--- src/rtl/tlc_pkg.sv ---
// Shared types for the parametrised traffic-light controller: state codes and lamp patterns.
package tlc_pkg;

    typedef enum logic [2:0] {
        S_G0    = 3'd0,
        S_Y0    = 3'd1,
        S_AR0   = 3'd2,
        S_G1    = 3'd3,
        S_Y1    = 3'd4,
        S_AR1   = 3'd5,
        S_FLASH = 3'd6
    } tlc_state_t;

    // Lamp vectors are ordered {rled0, yled0, gled0, rled1, yled1, gled1}
    localparam logic [5:0] LAMP_G0  = 6'b001_100;
    localparam logic [5:0] LAMP_Y0  = 6'b010_100;
    localparam logic [5:0] LAMP_AR  = 6'b100_100;
    localparam logic [5:0] LAMP_G1  = 6'b100_001;
    localparam logic [5:0] LAMP_Y1  = 6'b100_010;
    localparam logic [5:0] LAMP_OFF = 6'b000_000;

    function automatic logic [5:0] lamp_of(input tlc_state_t s);
        case (s)
            S_G0:         return LAMP_G0;
            S_Y0:         return LAMP_Y0;
            S_AR0, S_AR1: return LAMP_AR;
            S_G1:         return LAMP_G1;
            S_Y1:         return LAMP_Y1;
            default:      return LAMP_OFF;
        endcase
    endfunction

endpackage

--- src/rtl/tlc_sec_timer.sv ---
// Loadable per-phase down-counter driven by the 1 Hz tick; done marks the last tick of a phase.
module tlc_sec_timer #(
    parameter int               CNT_W   = 4,
    parameter logic [CNT_W-1:0] RST_VAL = '0
) (
    input  logic             clk,
    input  logic             rst,
    input  logic             load,
    input  logic [CNT_W-1:0] load_val,
    input  logic             sec,
    input  logic             hold,
    output logic [CNT_W-1:0] cnt,
    output logic             done
);

    // Load beats hold beats tick; the count parks at 1 rather than wrapping through 0.
    always_ff @(posedge clk) begin
        if (rst)
            cnt <= RST_VAL;
        else if (load)
            cnt <= load_val;
        else if (!hold && sec && (cnt > CNT_W'(1)))
            cnt <= cnt - CNT_W'(1);
    end

    assign done = sec && !hold && (cnt == CNT_W'(1));

endmodule

--- src/rtl/tlc_param_fsm.sv ---
// Two-way traffic-light controller with timed/manual modes and all-red clearance.
// Optional night flash mode is built when TLC_NIGHT_FLASH_EN is defined.
module tlc_param_fsm
    import tlc_pkg::*;
#(
    parameter int GREEN_SEC  = 9,
    parameter int YELLOW_SEC = 3,
    parameter int ALLRED_SEC = 1,
    parameter int CNT_W      = 4
) (
    input  logic             clk,
    input  logic             rst,
    input  logic             sec,
    input  logic             auto_en,
    input  logic             sel,
    input  logic             night,
    output logic             rled0,
    output logic             yled0,
    output logic             gled0,
    output logic             rled1,
    output logic             yled1,
    output logic             gled1,
    output logic [CNT_W-1:0] cnt,
    output logic [2:0]       phase
);

    localparam logic [CNT_W-1:0] G_DUR  = CNT_W'(GREEN_SEC);
    localparam logic [CNT_W-1:0] Y_DUR  = CNT_W'(YELLOW_SEC);
    localparam logic [CNT_W-1:0] AR_DUR = CNT_W'(ALLRED_SEC);

    tlc_state_t       state_q, state_d;
    logic             load, hold, done, manual_green;
    logic [CNT_W-1:0] load_val;
    logic [5:0]       lamps;

    function automatic logic [CNT_W-1:0] dur_of(input tlc_state_t s);
        case (s)
            S_G0, S_G1:   return G_DUR;
            S_Y0, S_Y1:   return Y_DUR;
            S_AR0, S_AR1: return AR_DUR;
            default:      return '0;
        endcase
    endfunction

    always_ff @(posedge clk) begin
        if (rst)
            state_q <= S_AR1;
        else
            state_q <= state_d;
    end

    // Manual green pins the counter at GREEN_SEC by reloading it every clock.
    assign manual_green = !auto_en && ((state_q == S_G0) || (state_q == S_G1));
    assign hold         = (state_q == S_FLASH);

    always_comb begin
        state_d = state_q;
        case (state_q)
            S_G0:    if (manual_green ? sel : done) state_d = S_Y0;
            S_Y0:    if (done) state_d = S_AR0;
            S_AR0:   if (done) state_d = S_G1;
            S_G1:    if (manual_green ? !sel : done) state_d = S_Y1;
            S_Y1:    if (done) state_d = S_AR1;
            S_AR1:   if (done) state_d = S_G0;
            default: state_d = S_AR1;
        endcase
`ifdef TLC_NIGHT_FLASH_EN
        if (night)
            state_d = S_FLASH;
`endif
    end

    // Any state change loads the new phase duration, which also swallows a coincident tick.
    assign load     = (state_d != state_q) || manual_green;
    assign load_val = dur_of(state_d);

    tlc_sec_timer #(
        .CNT_W   (CNT_W),
        .RST_VAL (AR_DUR)
    ) u_timer (
        .clk      (clk),
        .rst      (rst),
        .load     (load),
        .load_val (load_val),
        .sec      (sec),
        .hold     (hold),
        .cnt      (cnt),
        .done     (done)
    );

`ifdef TLC_NIGHT_FLASH_EN
    logic flash_q;

    always_ff @(posedge clk) begin
        if (rst || (state_d != S_FLASH))
            flash_q <= 1'b0;
        else if ((state_q == S_FLASH) && sec)
            flash_q <= !flash_q;
    end

    always_comb begin
        lamps = lamp_of(state_q);
        if (state_q == S_FLASH)
            lamps = {1'b0, flash_q, 2'b00, flash_q, 1'b0};
    end
`else
    logic unused_night;
    assign unused_night = night;

    always_comb lamps = lamp_of(state_q);
`endif

    assign {rled0, yled0, gled0, rled1, yled1, gled1} = lamps;
    assign phase = state_q;

endmodule

--- config.mk ---
export PLATFORM = sky130hd
export DESIGN_NAME = tlc_param_fsm
export DESIGN_NICKNAME = d
export VERILOG_FILES = /design/src/rtl/tlc_pkg.sv /design/src/rtl/tlc_sec_timer.sv /design/src/rtl/tlc_param_fsm.sv
export SDC_FILE = /design/constraint.sdc
export NUM_CORES = 1
export LEC_CHECK = 0
export ABC_AREA = 1
export CAP_MARGIN = 30
export CORE_MARGIN = 1.5
export CORE_UTILIZATION = 46
export DETAILED_ROUTE_END_ITERATION = 8
export HOLD_SLACK_MARGIN = 0.15
export PLACE_DENSITY = 0.88
export SYNTH_ARGS = -nofsm -noshare
export SYNTH_HDL_FRONTEND = slang
export SYNTH_SLANG_ARGS = --single-unit
--- constraint.sdc ---
create_clock -name clk -period 2.15 [get_ports clk]
set_input_delay 0.645 -clock clk [delete_from_list [all_inputs] [get_ports clk]]
set_output_delay 0.645 -clock clk [all_outputs]
set_load 0.01 [all_outputs]
# Word-level counts from Yosys, hierarchy flattened
# Cells that the tools add are included.
# W data, S select, Z words.
op_classes:
  muxes: 13
  shifts: 0
  eq_ne: 13
  div: 0
  n_reduce_logical: 16
  bitwise: 0
  addsub: 1
  multipliers: 0
  magnitude_cmp: 1
ops:
  columns: ["operator", "count"]
  rows:
  - ["$pmux W6 S5", 1]
  - ["$mux W3", 6]
  - ["$pmux W3 S6", 1]
  - ["$eq A3 B3 Y1 const B", 5]
  - ["$eq A3 B2 Y1 const B", 4]
  - ["$pmux W4 S3", 1]
  - ["$mux W4", 2]
  - ["$reduce_or A2 Y1", 4]
  - ["$eq A3 B1 Y1 const B", 2]
  - ["$logic_not A3 Y1", 2]
  - ["$eq A4 B1 Y1 const B", 1]
  - ["$gt A4 B1 Y1 const B", 1]
  - ["$logic_and A1 B1 Y1", 4]
  - ["$sub A4 B1 Y4 const B", 1]
  - ["$logic_not A1 Y1", 3]
  - ["$ne A3 B3 Y1", 1]
  - ["$logic_or A1 B1 Y1", 2]
  - ["$mux W1", 2]
  - ["$reduce_bool A2 Y1", 1]
totals:
  reg_bits: 7
  latch_bits: 0
  ram_bits: 0
  input_bits: 6
  mem_count: 0
  elab_cells: 46
  mem_bits_ro: 0
  out_inout_bits: 13

# Longest topological paths before layout
# Gate-level depths: netlist (run 1).
logic_depth:
  ltp_word: 11
  mapped_depth: 14
  ltp_nobuf: 14

# Modules after synthesis
# A second synthesis (run 1) with hierarchy kept.
unflattened:
  cells_unflattened: 127
  hier_area_um2: 774.5
modules_own_cells:
  columns: ["mod", "cells_each", "area_each_um2", "seq_area_each_um2", "instances"]
  rows:
  - ["tlc_param_fsm", 78, 473.0, 60.1, 1]
  - ["tlc_sec_timer", 49, 301.5, 80.1, 1]

# Worst setup path after synthesis (run 1)
# No wires, ideal clock.
synth_path:
  kind: "register -> register"
  startpoint: "register u_timer.cnt[1]"
  endpoint: "register u_timer.cnt[3]"
  setup_ns: 0.119
  setup_slack_ns: 0.501
  t_required_ns: 2.031
  n_path_buf: 0
  stages_incl_launch_ff: 12
  period_less_slack_ns: 1.649
  arrival_ns: 1.530
  cell_sequence: "dfxtp_1 > inv_1 > ha_1 > inv_1 > nor2_1 > nand3_2 > a21oi_1 > nand3_1 > nand2_1 > nand4_2 > o21ai_0 > a21oi_1"
synth_via:
  elab_chain_cells: 9
  elab_cells_between_ends: 29
  classes_between: "add/sub: 1; order compare: 1; eq/ne: 7; mux: 12; reduce/logical: 8"
synth_lines:
  columns: ["item", "line_no", "source"]
  rows:
  - ["from (decl)", "tlc_sec_timer.sv:12", "output logic [CNT_W-1:0] cnt,"]
  - ["from (signal assigned)", "tlc_sec_timer.sv:21", "cnt <= load_val;"]
  - ["from (signal assigned)", "tlc_sec_timer.sv:23", "cnt <= cnt - CNT_W'(1);"]
  - ["$eq A4 B1 Y1", "tlc_sec_timer.sv:26", "assign done = sec && !hold && (cnt == CNT_W'(1));"]
  - ["$logic_and A1 B1 Y1", "tlc_sec_timer.sv:26", null]
  - ["$mux W1 (on tied branches)", "tlc_param_fsm.sv:62, tlc_param_fsm.sv:59", null]
  - ["$mux W3 (on tied branches)", "tlc_param_fsm.sv:62, tlc_param_fsm.sv:59", null]
  - ["$pmux W3 S6", "tlc_param_fsm.sv:58", "case (state_q)"]
  - ["$eq A3 B2 Y1 (tied with other cells)", "tlc_param_fsm.sv:37", "case (s)"]
  - ["$reduce_or A2 Y1", "tlc_param_fsm.sv:37", null]
  - ["$pmux W4 S3", "tlc_param_fsm.sv:37", null]
  - ["$mux W4", "tlc_sec_timer.sv:20", "else if (load)"]
# Parallel ways exist; a longest one is shown, timed or not. The select of a mux whose other input is x is not followed.
# A chain may end at the register's enable or synchronous reset.

# Worst setup path after layout (run 1)
layout_path:
  startpoint: "register state_q[0], in the netlist phase[0]"
  endpoint: "output yled1"
layout_via:
  elab_chain_cells: 3
  elab_cells_between_ends: 8
  classes_between: "eq/ne: 5; mux: 1; reduce/logical: 2"
layout_lines:
  columns: ["item", "line_no", "source"]
  rows:
  - ["from (decl)", "tlc_param_fsm.sv:31", "tlc_state_t state_q, state_d;"]
  - ["from (signal assigned)", "tlc_param_fsm.sv:49", "state_q <= state_d;"]
  - ["$eq A3 B2 Y1 / $eq A3 B3 Y1 (equally long branches)", "tlc_pkg.sv:23", "case (s)"]
  - ["$reduce_or A2 Y1", "tlc_pkg.sv:23", null]
  - ["$pmux W6 S5 *", "tlc_pkg.sv:23", null]
  - ["to (decl)", "tlc_param_fsm.sv:21", "output logic yled1,"]
# Every way passes the cells marked *; elsewhere a longest branch is shown, timed or not.

==> results.cfg, run 1 <==
[synthesis]
synth_edf_count = 0
async_reset_ff_share_pct = 0
synth_top_cell_area_share_pct = 21.0
ys_ff_latch = 7
synthFlopType = dfxtp_1
post_synth_main_area_contributors = dfxtp_1 (21%), nand2_1 (15%), inv_1 (14%), nand3_1 (7.5%), nand3_2 (7.5%)
synth_warnings = 0
synth_top_area_cell = dfxtp_1
yosys-top-cells-count = nand2_1 (26), inv_1 (25), nand3_1 (10)
yosys.cell_types.count = 24
yosysMostFrequentCell = nand2_1
synth_area_um2 = 667
netlist_instances = 111
synth_nets = 119
synth.yosys.seq_area_share_pct = 21.0
synth_area_per_cell_um2 = 6.01

[cts]
cts_setup_buffers = 0
htree_levels = 1
cts_buffers = 3
cts-root-buf = clkbuf_4
clk_latency_ps = 240
tritoncts = yes
cts_sinks = 7
cts_buffer_depth = 2
clkSlewWorstSetupHoldPaths_ps = 50

[global_routing]
grt_usage_pct = 21.9
grt-ovfl-total = 0
grt_first_pass_wirelength_um = 2390
grt_max_degree = 11
antenna_found_initial = 0
first_global_vias = 629

[sta]
layout_setup_ws_ps = 104
slew_viol_final = 0
finalCritPeriodShare_pct = 95.2
period_minus_slack_ps = 2050
worst_slew_pin_slew_ps = 238
setup_viol = 0
grt_setup_unrepaired = false
finalClockSkew_ps = 3.10
hold_viol = 0
fmax_ghz = 0.489
slew_headroom_pct = 84.0

[cells_and_area]
diodes = 0
nets = 145
area_growth_pct = 38.5
drive_gt1_share_pct = 20.6

[setup_path]
arrival_ps = 1400
required_ps = 1500
critPathCaptureType = output pin
r2r_slack_ps = 370
crit_type = reg -> out
cp_max_fo = 8
startpoint_type = register

[drt]
drt.antenna.violating_nets = 0
wl_per_cell_um = 10.2
drt-total-wl_um = 1550
num_vias = 734
drt_iter0_drc = 12
firstDrtPassIters = 3
vias_per_cell = 4.86
drc = 0

[placed_design]
hpwl_um = 1290
portBuffers = 17
place_ws_ps = -56.4
gp_congestion = 0.823

[die]
start_util_pct = 50.0
die_h_um = 41.1
die-area_mm2 = 0.00169
die_w_um = 41.1
row_count = 13
ios = 19
fp.coreArea_mm2 = 0.00133

[run_status]
run_status = finished clean

[pwr]
power.total_uw = 1070
power_per_cell_area_mw_per_mm2 = 1150
vdd_drop_max_v = 0.000592
p_leak_uw = 0.000536

[worst_hold_path]
min_path_type = reg -> reg

[flow_run]
drv_cap = 0
[stage by stage]
stage	cells	utilization [%]	setup TNS, ps	hold WS (ps)	instance area, µm²
after floorplan	111	-	0	505	667
after global placement	147	66.6	-91.5	482	888
after detailed placement	147	66.6	-150	486	888
after CTS	151	68.9	0	496	918
after global routing	151	69.2	0	524	923
final	151	69.2	0	492	923
[final timing paths]
check,start,endpoint,depth (start not counted)
worst max register to register,u_timer.cnt[1],u_timer.cnt[3],11
worst max-delay path,phase[0],yled1,4
worst min-delay path,u_timer.cnt[1],u_timer.cnt[1],2
worst min register to register,u_timer.cnt[1],u_timer.cnt[1],2
[state kept, by name, summed over array words and instances, names as in the netlist]
name,flops
phase,3
u_timer.cnt,4
[worst max-delay path: stages, from the launching register on]
cell and delay [ps]:
dfxtp_2 340, inv_2 130, nand3_1 110, inv_1 70, clkdlybuf4s50_1 520
[where the power goes]
part | switching [µW] | internal [µW] | leakage (µW)
clock | 43.1 | 70.5 | 0.0000150
sequential | 46.8 | 173 | 0.0000575
combinational | 406 | 327 | 0.000464
total | 496 | 571 | 0.000536
[layer usage]
metal / up-vias / routed length [µm] / track usage (%)
met5: - / 0 / 0
met4: 0 / 48 / 15.0
met3: 6 / 35 / 3.26
met2: 13 / 736 / 35.2
met1: 316 / 726 / 26.5
li1: 399 / - / -
[repair_timing]
item	CTS	global route
hold buffers	0	0
gates resized for setup	6	2
endpoints found under the setup margin	5	2
[cell families after synthesis]
group | after synthesis | share of synthesized area, %
adders and majority gates | 2 | 3.75
AOI/OAI and AO/OA | 15 | 13.1
buffers and inverters | 28 | 15.9
xor gates and xnor gates | 1 | 1.31
DFF | 7 | 21.0
and+or+nand+nor | 58 | 44.8
[cell usage in the layout (no fill, tap or decap), types with 4 or more instances in the layout]
master,n
dfxtp_1,4
nand2_1,26
buf_4,5
o21ai_0,7
nand3_1,10
inv_1,25
nand2_2,4
nand3_2,5
nor2_1,5
clkdlybuf4s50_1,13
[layout make-up]
type                            instances  area [µm²]
Sequential cell                         7         144
Inverter                               27         101
Clock buffer                            4        26.3
Tap cell                               15        18.8
Multi-Input combinational cell         76         423
Fill cell                             128         410
Timing Repair Buffer                   22         210
(Power assumes the default switching activity.)
==> inputs of run 2 (changes only) <==
--- a/config.mk
+++ b/config.mk
@@ -7,11 +7,12 @@
 export LEC_CHECK = 0
 export ABC_AREA = 1
 export CAP_MARGIN = 30
-export CORE_MARGIN = 1.5
-export CORE_UTILIZATION = 46
+export CORE_AREA = 2 2 39 41
 export DETAILED_ROUTE_END_ITERATION = 8
+export DIE_AREA = 0 0 41 43
+export DONT_BUFFER_PORTS = 1
 export HOLD_SLACK_MARGIN = 0.15
-export PLACE_DENSITY = 0.88
+export PLACE_DENSITY = 0.75
 export SYNTH_ARGS = -nofsm -noshare
 export SYNTH_HDL_FRONTEND = slang
 export SYNTH_SLANG_ARGS = --single-unit
==> run 2 against run 1 <==
  * Sequential cell count unchanged
  * First-iteration DRC count decreased by 42%
  * Die area increased by 4.5%
  * Count of clock-buffer cells in the layout unchanged
  * Largest cell class unchanged
==> results.cfg, run 2 (synthesized netlist as in run 1, its figures left out) <==
[sta]
fmax_ghz = 0.532
finalCritPeriodShare_pct = 87.5
finalClockSkew_ps = 2.72
grt_setup_unrepaired = false
finalSetupTns_ps = 0
slew_headroom_pct = 70.5
setup_viol = 0
worst_slew_pin_slew_ps = 443
period_minus_slack_ps = 1880
slew_viol_final = 0
hold_viol = 0

[cells_and_area]
nets = 123
final_cell_mix = nand2_1 (26), inv_1 (25), nand3_1 (10)
diodes = 0
area_growth_pct = 6.19
largest_register_ffs = 4
drive_gt1_share_pct = 16.7
regMostFlops = u_timer.cnt
final_common_cell = nand2_1

[worst_hold_path]
min_path_type = in -> reg
min_path_cells = 1

[setup_path]
critPathTopFamily = flip-flops
slowest_delay_ps = 450
crit_type = reg -> out
cp_max_fo = 8
r2r_cells = 11
arrival_ps = 1240
cp_slowest_cell = dfxtp_1
cp_num_buf_inv = 2
cp.depth = 4
required_ps = 1500
startpoint_type = register
path_cells = inv_2 > nor2_1 > inv_1 > o21ai_0
critPathCaptureType = output pin

[placed_design]
gp_congestion = 0.757
portBuffers = 0
hpwl_um = 1120

[cts]
cts_hold_buf = 0
cts_setup_buffers = 0
tritoncts = yes
cts_resized = 0
clk_latency_ps = 250
cts_buffers = 3
clkSlewWorstSetupHoldPaths_ps = 50
htree_levels = 1
cts_buffer_depth = 2
cts-root-buf = clkbuf_4
cts_sinks = 7

[die]
die-area_mm2 = 0.00176
row_count = 14
fp.coreArea_mm2 = 0.00138
start_util_pct = 48.2
ios = 19
die_h_um = 43
die_w_um = 41

[drt]
vias_per_cell = 5.11
firstDrtPassIters = 4
drt_iter0_drc = 7
num_vias = 664
drt.antenna.violating_nets = 0
drt-total-wl_um = 1320
wl_per_cell_um = 10.2
drc = 0

[global_routing]
grt-ovfl-total = 0
grt_usage_pct = 17.9
antenna_found_initial = 0
grt_max_degree = 11
first_global_vias = 594
grt_first_pass_wirelength_um = 2180

[pwr]
vdd_drop_max_v = 0.000625
power.total_uw = 900
p_leak_uw = 0.000406
power_per_cell_area_mw_per_mm2 = 1270

[run_status]
run_status = finished clean

[flow_run]
drv_cap = 0
run 2: cell count changes in the layout (fill, tap and decap cells not counted), sizes merged:
cell           before  now
dlymetal6s2s        2    0
buf                 5    0
clkdlybuf4s50      13    0
dlygate4sd2         2    0
run 2: final timing paths:
| check | from | end | slack [ps] |
|---|---|---|---|
| hold / removal | rst | u_timer.cnt[1] | 450 |
| setup reg to reg | u_timer.cnt[1] | u_timer.cnt[3] | 300 |
| hold reg to reg | u_timer.cnt[1] | u_timer.cnt[1] | 530 |
| setup / recovery | phase[0] | rled1 | 270 |
run 2: per-layer routing:
layer  wire [µm]  track usage, %
met3          53            3.14
met1         605            20.9
met4          18            12.0
met5           0               0
met2         642            27.8
run 2: worst register-to-register path, delay by kind of cell, from the launching register on:
family                   cells  cell delay, ps
adder cells (fa/ha/maj)      1             190
AO/OA/AOI/OAI                3             380
flip-flops                   1             350
AND/OR/NAND/NOR              5             660
buffers and inverters        2             170
run 2: report_power, final:
group          switching, µW  leakage [µW]  internal (µW)
logic                    353      0.000333            192
clock network           45.1     0.0000150           70.6
registers               69.6     0.0000576            169
total                    468      0.000406            432
run 2: stage by stage:
step	util (%)	instance area [µm²]	hold WS (ps)	std cells	worst slack (ps)
after floorplan	-	667	505	111	501
after global placement	49.3	682	524	126	317
after detailed placement	49.3	682	529	126	295
after CTS	51.2	708	445	130	263
after global routing	51.2	708	443	130	77.6
final	51.2	708	455	130	269
run 2: layout make-up:
class | count | area [µm²]
multi-input combinational | 76 | 420
tap | 16 | 20.0
fill | 152 | 676
sequential | 7 | 140
clock buffer | 4 | 26.3
inverter | 27 | 101
==> RTL change 1, RTL diff (config.mk and constraints of run 2) <==
Build with the macro `TLC_NIGHT_FLASH_EN` defined.
--- a/src/rtl/tlc_param_fsm.sv
+++ b/src/rtl/tlc_param_fsm.sv
@@ -1,4 +1,6 @@
 // Two-way traffic-light controller with timed/manual modes and all-red clearance.
 // Optional night flash mode is built when TLC_NIGHT_FLASH_EN is defined.
+`define TLC_NIGHT_FLASH_EN
+
 module tlc_param_fsm
     import tlc_pkg::*;
Behaviour: not the same (a bounded check fails within 4 cycles, from zero or initial values and one cycle with rst high).
==> RTL change 1 against run 2 <==
Sequential cell count rose by 1; global-route usage grew 6.9 points; design area is 30% higher; sequential share of layout area decreased by 1.5 points; wire length grew 33%; worst setup slack worse by 0.12 ns; synthesized area increased by 23%.
Power is not compared: it rests on default switching activity, and its combinational part moved more than twofold at a synthesized area within 25%.
==> RTL change 1: results (changes against run 2) <==
{| class="wikitable"
! Metric !! Value
|-
| Unique masters post-synth || 29 (+21%)
|-
| Most instantiated cells after synthesis || 21 x nand2_1, 17 x inv_1, 11 x nor2_1, 10 x nand2_2
|-
| Slew HR || 76.91% (+6.5 points)
|-
| Number of cells produced by synthesis || 123 (+11%)
|-
| Final #Nets || 142 (+15%)
|-
| Worst reg-to-reg setup slack || 0.21 ns (-0.09 ns)
|-
| Most area-consuming cells after synthesis || dfxtp_1 19%, nand2_1 9.6%, inv_1 7.8%
|-
| DP Area || 865.8 sq um (+27%)
|-
| Final GP Congestion || 0.8268 (+9.2%)
|-
| Fraction of the yosys area taken by sequential cells || 19.45% (-1.6 points)
|-
| Worst hold slack || 0.4469 ns (-0.007768 ns)
|-
| Nets in the synthesized netlist || 133 (+12%)
|-
| Total vias in the final route || 809 (+22%)
|-
| HPWL after detailed placement || 1457 um (+31%)
|-
| Drt total wl || 1759 um (+33%)
|-
| Launch point of the worst reg-to-reg path || phase[2]$_SDFF_PP1_
|-
| Fraction of the mapped netlist area in adder cells || 6.079% (+2.3 points)
|-
| Vias in the first global route || 758 (+28%)
|-
| Worst path arrival time || 1.35 ns (+0.11 ns)
|-
| Status || finished, final reports clean
|-
| Critical path launch point || phase[1]$_SDFF_PP0_
|-
| Number of DRC markers in iteration 0 || 14 (+7)
|-
| Synth Area in Compound Gates || 10.64% (-2.5 points)
|-
| Setup Skew || 0.004298 ns (+0.001575 ns)
|-
| Post-detailed-route wirelength per cell || 12.05 um (+19%)
|-
| Worst min-delay path category || in -> reg
|-
| GRT Overall Usage || 24.80% (+6.9 points)
|-
| Layout cells sized above 1 || 34.62% (+18 points)
|-
| Global-route wire length before repair || 2960 um (+36%)
|}
## RTL change 1: cell count changes after synthesis, sizes merged, moves of 2 or more
cell	before	now
a21oi	4	6
buf	1	3
ha	2	4
inv	27	20
nand3	15	13
nand4	2	6
nor2	9	15
nor3	1	3
o21ai	8	6
## RTL change 1: through the flow
step	total power, mW	setup WS, ns
floorplan	0.3601	0.3392
global placement	0.3964	0.1849
detailed placement	0.4023	0.09725
CTS	0.5193	0.05288
global route	0.5615	0.004002
finish	0.5202	0.1518
## RTL change 1: per-layer routing
metal,GRT usage [%],up-vias,share of wire (%)
li1,-,420,-
met1,28.01,375,44
met2,41.25,9,52
met3,3.665,5,0.97
met4,14.00,0,2.5
met5,0,-,0
## RTL change 1: power by group through the flow
stage          clock network [mW]  registers [mW]  logic, mW
5_1_grt                     0.123           0.188      0.251
2_1_floorplan                   0           0.180      0.180
3_3_place_gp                    0           0.186      0.210
4_1_cts                     0.117           0.184      0.219
3_5_place_dp                    0           0.187      0.215
6_report                    0.112           0.186      0.222
## RTL change 1: critical path: stages (launching register included)
cell and delay (ns):
dfxtp_2 0.38, buf_4 0.17, ha_1 0.22, o32ai_2 0.34
## RTL change 1: what timing repair did
item | CTS | global route
setup buffers | 0 | 0
hold buffers | 0 | 0
endpoints found under the setup margin | 1 | 4
pin swaps | 0 | 1
gates resized for setup | 1 | 11
## RTL change 1: area by class of cell
type,count,area (sq um),share of cell area (%)
clock buffers,3,22.52,2.452
inverters,20,77.57,8.447
multi-input cells,92,578.1,62.94
flip-flops and latches,8,167.7,18.26
well taps,16,20.02,2.180
repair buffers,7,52.55,5.722
==> RTL change 2, RTL diff (settings of run 2) <==
Made on the original files. Put a register stage on the output `rled1`, with the module's reset. The value now appears one clock later. The other outputs are not delayed to match.
--- a/src/rtl/tlc_param_fsm.sv
+++ b/src/rtl/tlc_param_fsm.sv
@@ -28,4 +28,6 @@
     localparam logic [CNT_W-1:0] Y_DUR  = CNT_W'(YELLOW_SEC);
     localparam logic [CNT_W-1:0] AR_DUR = CNT_W'(ALLRED_SEC);
+
+    logic rled1_d;
 
     tlc_state_t       state_q, state_d;
@@ -111,6 +113,14 @@
 `endif
 
-    assign {rled0, yled0, gled0, rled1, yled1, gled1} = lamps;
+    assign {rled0, yled0, gled0, rled1_d, yled1, gled1} = lamps;
     assign phase = state_q;
+
+    always_ff @(posedge clk) begin
+        if (rst) begin
+            rled1 <= '0;
+        end else begin
+            rled1 <= rled1_d;
+        end
+    end
 
 endmodule
Behaviour: not the same (a bounded check fails within 4 cycles, from zero or initial values and one cycle with rst high).
==> RTL change 2 against run 2 <==
Total power rose by 9.5%; design area rose by 8.1%; largest cell class unchanged; synthesized area grew 11%; worst setup slack worse by 0.092 ns; non-clock buffer count rose by 1; via count rose by 9.8%; combinational power grew 8.4%; wire length increased by 20%; global-route usage is 2.1 points higher; register-to-register slack worse by 0.12 ns; sequential cell count rose by 1.
==> RTL change 2: results (changes against run 2) <==
{| class="wikitable"
! Metric !! Value
|-
| Nets in the synthesized netlist || 125 (+5.0%)
|-
| Most area-consuming cells after synthesis || dfxtp_1 22%, nand3_1 12%, nand2_1 10%
|-
| Worst reg-to-reg setup slack || 0.18 ns (-0.12 ns)
|-
| H-tree levels || 1 (unchanged)
|-
| GRT Overall Usage || 19.96% (+2.1 points)
|-
| Detail-routed via count per cell || 5.400 (+5.7%)
|-
| Diodes inserted || 0 (unchanged)
|-
| Layout cells sized above 1 || 21.01% (+4.3 points)
|-
| Fill cells || 153 (+0.66%)
|-
| Final GP Congestion || 0.7827 (+3.3%)
|-
| Post-detailed-route wirelength per cell || 11.74 um (+16%)
|-
| Leakage component of the power || 0.4019 nW (-1.0%)
|-
| Setup Skew || 0.003759 ns (+0.001036 ns)
|-
| CP max FO || 11 (+3)
|-
| Status || finished, final reports clean
|-
| Number of DRC markers in iteration 0 || 10 (+3)
|-
| Input/output buffers || 0 (unchanged)
|-
| Clock slew at the register clock pins of the worst setup and hold paths || 0.06 ns
|-
| Later-pin clock latency in the skew report || 0.26 ns
|-
| HPWL after detailed placement || 1310 um (+17%)
|-
| Worst-case vdd ir drop || 712.6 uV (+14%)
|-
| Most instantiated cells after synthesis || 20 x nand2_1, 19 x inv_1, 17 x nand3_1, 9 x nor2_1
|-
| Global-route wire length before repair || 2373 um (+8.9%)
|-
| Maximum number of pins on one net before global-route repair || 12 (+1)
|-
| Worst path arrival time || 2.13 ns (+0.89 ns)
|-
| Slew at the pin closest to its max-slew limit || 0.5193 ns (+0.07673 ns)
|-
| Fraction of the yosys area taken by sequential cells || 21.69% (+0.68 points)
|-
| CTS Hold Bufs || 0 (unchanged)
|-
| Vias in the first global route || 630 (+6.1%)
|-
| Unique masters post-synth || 22 (-8.3%)
|}
RTL change 2: cell count changes after synthesis, sizes merged, moves of 2 or more:
| cell | delta |
|---|---|
| nand4 | +3 |
| a21oi | -2 |
| nand3 | +5 |
| inv | -5 |
| nor2 | +6 |
RTL change 2: layer usage:
| metal | routed length [um] | vias to the layer above | part of all wire (%) | track usage, % |
|---|---|---|---|---|
| met1 | 678 | 323 | 43 | 20.85 |
| met4 | 27 | 0 | 1.7 | 12.00 |
| met5 | 0 | - | 0 | 0 |
| met2 | 777 | 23 | 49 | 33.13 |
| li1 | - | 381 | - | - |
| met3 | 102 | 2 | 6.4 | 5.236 |
RTL change 2: final timing paths:
kind	startpoint	end	cells after the start
worst max-delay path	phase[2]$_SDFF_PP1_	u_timer.cnt[3]$_SDFFE_PP0P_	11
worst min-delay path	rst	phase[1]$_SDFF_PP0_	1
worst min register to register	u_timer.cnt[0]$_SDFFE_PP1P_	u_timer.cnt[0]$_SDFFE_PP1P_	2
worst max register to register	phase[2]$_SDFF_PP1_	u_timer.cnt[3]$_SDFFE_PP0P_	11
RTL change 2: logic make-up (layout without fill, tap and decap cells):
logic type / Yosys count / in the layout / synth area share (%)
compound gates: 11 / 11 / 7.967
xor+xnor: 1 / 1 / 1.187
fa+ha+maj: 2 / 2 / 3.389
buf+inv: 24 / 26 / 14.24
flops: 8 / 8 / 21.69
simple gates: 71 / 71 / 51.52
RTL change 2: power by group:
group          switching [mW]  internal [mW]
clock                  0.0569         0.0643
sequential             0.0846          0.188
combinational           0.383          0.208
total                   0.524          0.461
RTL change 2: worst max-delay path: stages, from the launching register on:
cell and delay [ns]:
dfxtp_1 0.65, nand3_2 0.19, nand4_1 0.21, nor2_1 0.08, nor2_2 0.17, nand4_1 0.12, nand2_2 0.14, nand2_2 0.09
nand2_1 0.07, nand2_1 0.04, nor2_1 0.08, nor2_1 0.04
RTL change 2: area by class of cell:
type	count	area [sq um]	share of cell area [%]
Multi-Input combinational cell	85	473.0	61.76
Sequential cell	8	160.2	20.92
Inverter	22	82.58	10.78
Clock buffer	3	22.52	2.941
Tap cell	16	20.02	2.614
Timing Repair Buffer	1	7.507	0.9804
RTL change 2: stage by stage:
| step | util (%) | hold slack, ns | cells | cell area (sq um) | worst slack [ns] |
|---|---|---|---|---|---|
| 2_1_floorplan | - | 0.5543 | 117 | 738.2 | 0.4956 |
| 3_3_place_gp | 53.71 | 0.5927 | 132 | 743.2 | 0.2320 |
| 3_5_place_dp | 53.71 | 0.5937 | 132 | 743.2 | 0.2049 |
| 4_1_cts | 55.33 | 0.4389 | 135 | 765.7 | 0.1826 |
| 5_1_grt | 55.33 | 0.4283 | 135 | 765.7 | 0.02304 |
| 6_report | 55.33 | 0.4458 | 135 | 765.7 | 0.1765 |
